--- config.mk ---
export PLATFORM = sky130hd
export DESIGN_NAME = aibnd_txseq_ctl
export DESIGN_NICKNAME = d
export VERILOG_FILES = /design/src/rtl/aibnd_txseq_ctl.sv
export SDC_FILE = /design/constraint.sdc
export NUM_CORES = 1
export LEC_CHECK = 0
export CORE_UTILIZATION = 42
export DETAILED_ROUTE_END_ITERATION = 6
export PLACE_DENSITY = 0.67
export SLEW_MARGIN = 20
export SYNTH_ARGS = -nofsm -noshare
export SYNTH_HDL_FRONTEND = slang
export SYNTH_SLANG_ARGS = --single-unit
export TNS_END_PERCENT = 1
--- constraint.sdc ---
create_clock -name clk -period 2.2 [get_ports clk]
set_input_delay 0.44 -clock clk [delete_from_list [all_inputs] [get_ports clk]]
set_output_delay 0.44 -clock clk [all_outputs]
set_load 0.005 [all_outputs]
--- src/rtl/aibnd_txseq_ctl.sv ---
// AIB TX pad sequencer: pad-reset release, driver-strength ramp up/down,
// and data-path select for a single transmit pad.
module aibnd_txseq_ctl #(
  parameter int unsigned PADRST_CYC = 8
) (
  input  logic       clk,
  input  logic       irstb,
  input  logic       tx_req,
  input  logic [1:0] cfg_ndrv,
  input  logic [1:0] cfg_pdrv,
  input  logic [3:0] cfg_step_dly,
  input  logic       cfg_async,
  input  logic       cfg_weakpu,
  output logic       ipadrstb,
  output logic       itx_en,
  output logic [1:0] indrv,
  output logic [1:0] ipdrv,
  output logic       idataselb,
  output logic       test_weakpu,
  output logic       tx_ready,
  output logic       busy
);

  localparam int unsigned DRV_W  = 2;
  localparam int unsigned DLY_W  = 4;
  localparam int unsigned PCNT_W = 8;
  localparam logic [PCNT_W-1:0] PCNT_LAST = PCNT_W'(PADRST_CYC - 1);

  typedef enum logic [2:0] {
    S_OFF     = 3'd0,
    S_PADRST  = 3'd1,
    S_RAMP    = 3'd2,
    S_ON      = 3'd3,
    S_RAMP_DN = 3'd4
  } state_t;

  state_t            r_state;
  state_t            w_nxt;
  logic              r_armed;
  logic [PCNT_W-1:0] r_pcnt;
  logic [DLY_W-1:0]  r_tmr;
  logic [DRV_W-1:0]  r_ndrv;
  logic [DRV_W-1:0]  r_pdrv;
  logic [DRV_W-1:0]  w_ndrv_tgt;
  logic [DRV_W-1:0]  w_pdrv_tgt;
  logic              w_at_tgt;
  logic              w_codes_zero;
  logic              w_ramping;
  logic              w_ramping_nxt;
  logic              w_step;

  logic r_padrstb, r_txen, r_dataselb, r_weakpu, r_ready, r_busy;
  logic w_padrstb, w_txen, w_dataselb, w_weakpu, w_ready, w_busy;

  // One code step toward the target, saturating at the target.
  function automatic logic [DRV_W-1:0] f_step(input logic [DRV_W-1:0] cur,
                                               input logic [DRV_W-1:0] tgt);
    logic [DRV_W-1:0] res;
    res = cur;
    if (cur < tgt)      res = cur + DRV_W'(1);
    else if (cur > tgt) res = cur - DRV_W'(1);
    return res;
  endfunction

  assign w_at_tgt      = (r_ndrv == cfg_ndrv) && (r_pdrv == cfg_pdrv);
  assign w_codes_zero  = (r_ndrv == '0) && (r_pdrv == '0);
  assign w_ndrv_tgt    = (r_state == S_RAMP_DN) ? '0 : cfg_ndrv;
  assign w_pdrv_tgt    = (r_state == S_RAMP_DN) ? '0 : cfg_pdrv;
  assign w_ramping     = (r_state == S_RAMP) || (r_state == S_RAMP_DN);
  assign w_ramping_nxt = (w_nxt == S_RAMP) || (w_nxt == S_RAMP_DN);
  assign w_step        = w_ramping && (w_nxt == r_state) && (r_tmr == '0);

  // State register; r_armed swallows the reset-release edge.
  always_ff @(posedge clk or negedge irstb) begin
    if (!irstb) begin
      r_state <= S_OFF;
      r_armed <= 1'b0;
    end else begin
      r_state <= w_nxt;
      r_armed <= 1'b1;
    end
  end

  // Next-state logic
  always_comb begin
    w_nxt = r_state;
    if (r_armed) begin
      case (r_state)
        S_OFF:     if (tx_req) w_nxt = S_PADRST;
        S_PADRST: begin
          if (!tx_req)                 w_nxt = S_OFF;
          else if (r_pcnt == PCNT_LAST) w_nxt = S_RAMP;
        end
        S_RAMP: begin
          if (!tx_req)       w_nxt = S_RAMP_DN;
          else if (w_at_tgt) w_nxt = S_ON;
        end
        S_ON: begin
          if (!tx_req)        w_nxt = S_RAMP_DN;
          else if (!w_at_tgt) w_nxt = S_RAMP;
        end
        S_RAMP_DN: if (w_codes_zero) w_nxt = S_OFF;
        default:   w_nxt = S_OFF;
      endcase
    end
  end

  // Output values for the state being entered, registered below.
  always_comb begin
    w_padrstb  = 1'b0;
    w_txen     = 1'b0;
    w_dataselb = 1'b1;
    w_weakpu   = 1'b0;
    w_ready    = 1'b0;
    w_busy     = 1'b0;
    case (w_nxt)
      S_PADRST: begin
        w_padrstb = 1'b1;
        w_weakpu  = cfg_weakpu;
        w_busy    = 1'b1;
      end
      S_RAMP, S_RAMP_DN: begin
        w_padrstb = 1'b1;
        w_txen    = 1'b1;
        w_busy    = 1'b1;
      end
      S_ON: begin
        w_padrstb  = 1'b1;
        w_txen     = 1'b1;
        w_ready    = 1'b1;
        w_dataselb = ~cfg_async;
      end
      default: ;
    endcase
  end

  // Pad-reset hold counter, step timer and driver codes.
  always_ff @(posedge clk or negedge irstb) begin
    if (!irstb) begin
      r_pcnt <= '0;
      r_tmr  <= '0;
      r_ndrv <= '0;
      r_pdrv <= '0;
    end else begin
      r_pcnt <= ((r_state == S_PADRST) && (w_nxt == S_PADRST)) ? r_pcnt + PCNT_W'(1) : '0;
      if (w_nxt != r_state)
        r_tmr <= w_ramping_nxt ? cfg_step_dly : '0;
      else if (w_ramping)
        r_tmr <= (r_tmr == '0) ? cfg_step_dly : r_tmr - DLY_W'(1);
      if (w_step) begin
        r_ndrv <= f_step(r_ndrv, w_ndrv_tgt);
        r_pdrv <= f_step(r_pdrv, w_pdrv_tgt);
      end
    end
  end

  // Registered control outputs
  always_ff @(posedge clk or negedge irstb) begin
    if (!irstb) begin
      r_padrstb  <= 1'b0;
      r_txen     <= 1'b0;
      r_dataselb <= 1'b1;
      r_weakpu   <= 1'b0;
      r_ready    <= 1'b0;
      r_busy     <= 1'b0;
    end else begin
      r_padrstb  <= w_padrstb;
      r_txen     <= w_txen;
      r_dataselb <= w_dataselb;
      r_weakpu   <= w_weakpu;
      r_ready    <= w_ready;
      r_busy     <= w_busy;
    end
  end

  assign ipadrstb    = r_padrstb;
  assign itx_en      = r_txen;
  assign indrv       = r_ndrv;
  assign ipdrv       = r_pdrv;
  assign idataselb   = r_dataselb;
  assign test_weakpu = r_weakpu;
  assign tx_ready    = r_ready;
  assign busy        = r_busy;

endmodule

==> qor.txt, run 1 <==
PD cells: 467 nW/um^2
Post-CTS Setup Bufs: 0
Final Slew Violations: 0
Pleak: 0.880 nW
Clk sink count: 26
P&R area growth vs syn: 23.7%
Core Footprint: 3660 sq um
First-pass detailed-route iteration total: 6
Depth of the CTS H-tree: 1
Initial antenna violation count: 0
Hold_buf cts: 0
Worst setup EP type: flip-flop
Layout cell share with drive strength beyond 1: 0.186
Final setup viols: 0
Ys async rst share: 1.00
Worst EP required: 2.38 ns
Sequential fraction of the synthesis area: 0.405
Max-cap violations: 0
Drc violations: 0
Type of origin of the critical path: input port
Max VDD drop: 0.340 mV
CTS Buffer Depth: 2
Largest net degree at the start of global routing: 27
DR WL/cell: 13.4 microns
Clock Latency Late Sink: 0.27 ns
Gpl congestion: 0.876
Root buf cell: clkbuf_8
Cell area after layout: 1990 sq um
Initial core utilization: 0.439
Most frequent cells in the layout: dfrtp_1, clkdlybuf4s50_1, buf_4
Post-route clock period utilization: 0.984
Prevailing post-synth register cell: dfrtp_1
Util after Layout: 0.543
Rows: 22
RSZ-0062 raised after global routing: yes
CTS Buf Count: 3
Diode count: 0
Routed WL: 3.25 mm
CTS tree: built
Via count: 1294
Final hold vios: 0
Slew @ Worst Pin: 0.519 ns
Worst clock skew: 0.00227 ns
Synthesis-stage register bit count: 26
EDFF count, synth: 0
Syn Inst Count: 164
Worst hold path type: input port to async pin
Antenna-violating nets left: 0
Most common cell after layout, fill and taps aside: dfrtp_1
Status: completed
Mean post-synth cell area: 9.80 sq um
R2R depth: 5
Max FO, Critical Path: 4
Die area: 4080 sq um
First-pass GRT wire length: 5.85 mm
Top Ports: 23
Cell Area, Synth: 1610 sq um
Total Nets Final: 214
Vias per inst: 5.35
Overflow after GRT: 0
Die Wd: 63.9 microns
PortBufs: 22
PostCTS Resize Cnt: 0
Slew HR: 0.651
GRT Resource Usage Total: 0.182
Vias in the first global route: 1339
Iteration-0 DRC Markers: 53
Final min period: 2.17 ns
Area after DPL: 1900 sq um
Clock Pin Slew Worst Setup and Hold Paths: 0.09 ns
Crit path DAT: 2.34 ns
Yosys cell types: 47
Crit Path Category: input port to flip-flop
Highest achievable clock rate: 0.462 GHz
HPWL after DPL: 2.38 mm
Syn_nets: 183
Synth warnings: 0
Die H: 63.9 microns
[routing by layer]
layer / part of all wire / wire, microns / up-vias / track usage
li1: - / - / 631 / -
met1: 0.46 / 1490 / 604 / 0.235
met2: 0.46 / 1500 / 50 / 0.291
met4: 0.020 / 65 / 0 / 0.0824
met5: 0 / 0 / - / 0
met3: 0.057 / 185 / 9 / 0.0375
[sequential cells by signal, indices dropped and copies added (netlist names)]
register     cells
tx_ready         1
itx_en           1
r_armed          1
idataselb        1
ipdrv            2
r_tmr            4
ipadrstb         1
indrv            2
test_weakpu      1
r_pcnt           8
busy             1
r_state          3
[logic make-up after synthesis]
group                      synth area share
other                               0.00233
muxes                                0.0202
xor gates and xnor gates              0.104
adders and majority gates            0.0467
AOI/OAI and AO/OA                     0.115
buffers and inverters                0.0817
and+or+nand+nor                       0.225
DFF                                   0.405
[per-stage QoR]
step / instances / setup TNS (ns) / total power, mW / hold slack (ns) / setup slack, ns
6_report: 242 / 0 / 0.928 / 0.529 / 0.0349
3_3_place_gp: 238 / -2.89 / 0.616 / 0.525 / -0.185
5_1_grt: 242 / -0.0380 / 0.967 / 0.565 / -0.0180
4_1_cts: 242 / 0 / 0.929 / 0.545 / 0.0221
2_1_floorplan: 164 / 0 / 0.563 / 0.144 / 0.124
3_5_place_dp: 238 / -3.85 / 0.620 / 0.536 / -0.246
[cells in the mapped netlist (2+ instances only)]
library cell	instances	area, sq um
o211ai_1	3	22.5
xnor2_1	10	87.6
and2_1	4	25.0
nor3b_1	2	15.0
nor3_1	4	20.0
inv_1	12	45.0
ha_1	6	75.1
a21oi_1	7	35.0
nand4_1	6	37.5
and3_1	4	25.0
nor2_1	12	45.0
o31ai_1	4	30.0
mux2_2	2	22.5
nor2b_1	3	18.8
dfrtp_1	25	626
buf_6	4	45.0
or3b_2	2	17.5
or3_1	2	12.5
xor2_1	9	78.8
nand2_1	7	26.3
nand3_1	8	40.0
or2_2	3	18.8
[final cells by class]
| class | instances | area, sq um |
|---|---|---|
| fill | 336 | 1670 |
| multi-input combinational | 117 | 858 |
| sequential | 26 | 652 |
| timing repair buffer | 35 | 318 |
| tap | 48 | 60.1 |
| clock buffer | 4 | 55.1 |
| inverter | 12 | 45.0 |
[critical path, cell delays in order]
cell	delay [ns]
clkdlybuf4s50_1	0.44
xor2_1	0.16
o41a_1	0.47
or3_1	0.34
and3_4	0.21
o41ai_2	0.28
[worst paths after layout]
path                                 startpoint  slack, ns                   end
max reg2reg                indrv[1]$_DFFE_PN0P_       0.17  r_tmr[1]$_DFFE_PN0P_
max in group asynchronous                 irstb       1.38   idataselb$_DFF_PN1_
max                                 cfg_pdrv[0]       0.03  r_tmr[1]$_DFFE_PN0P_
min                                       irstb       0.53   r_pcnt[0]$_DFF_PN0_
min in group clk            r_pcnt[0]$_DFF_PN0_       0.54   r_pcnt[0]$_DFF_PN0_
min reg2reg                 r_pcnt[0]$_DFF_PN0_       0.54   r_pcnt[0]$_DFF_PN0_
[power breakdown]
| part | total [mW] | switching, mW | internal (mW) | leakage [nW] |
|---|---|---|---|---|
| registers | 0.496 | 0.00971 | 0.486 | 0.351 |
| clock network | 0.315 | 0.155 | 0.160 | 0.0288 |
| logic | 0.117 | 0.0556 | 0.0615 | 0.501 |
| total | 0.928 | 0.220 | 0.708 | 0.880 |
Power figures use the tool's default switching activity.
==> run 2: changes to the inputs <==
--- a/config.mk
+++ b/config.mk
@@ -5,8 +5,10 @@
 export SDC_FILE = /design/constraint.sdc
 export NUM_CORES = 1
 export LEC_CHECK = 0
+export CORE_MARGIN = 1
 export CORE_UTILIZATION = 42
 export DETAILED_ROUTE_END_ITERATION = 6
+export GPL_TIMING_DRIVEN = 1
 export PLACE_DENSITY = 0.67
 export SLEW_MARGIN = 20
 export SYNTH_ARGS = -nofsm -noshare
==> results of run 2 <==
Same layout as run 1: the final DEF is identical, and so are final timing and power.
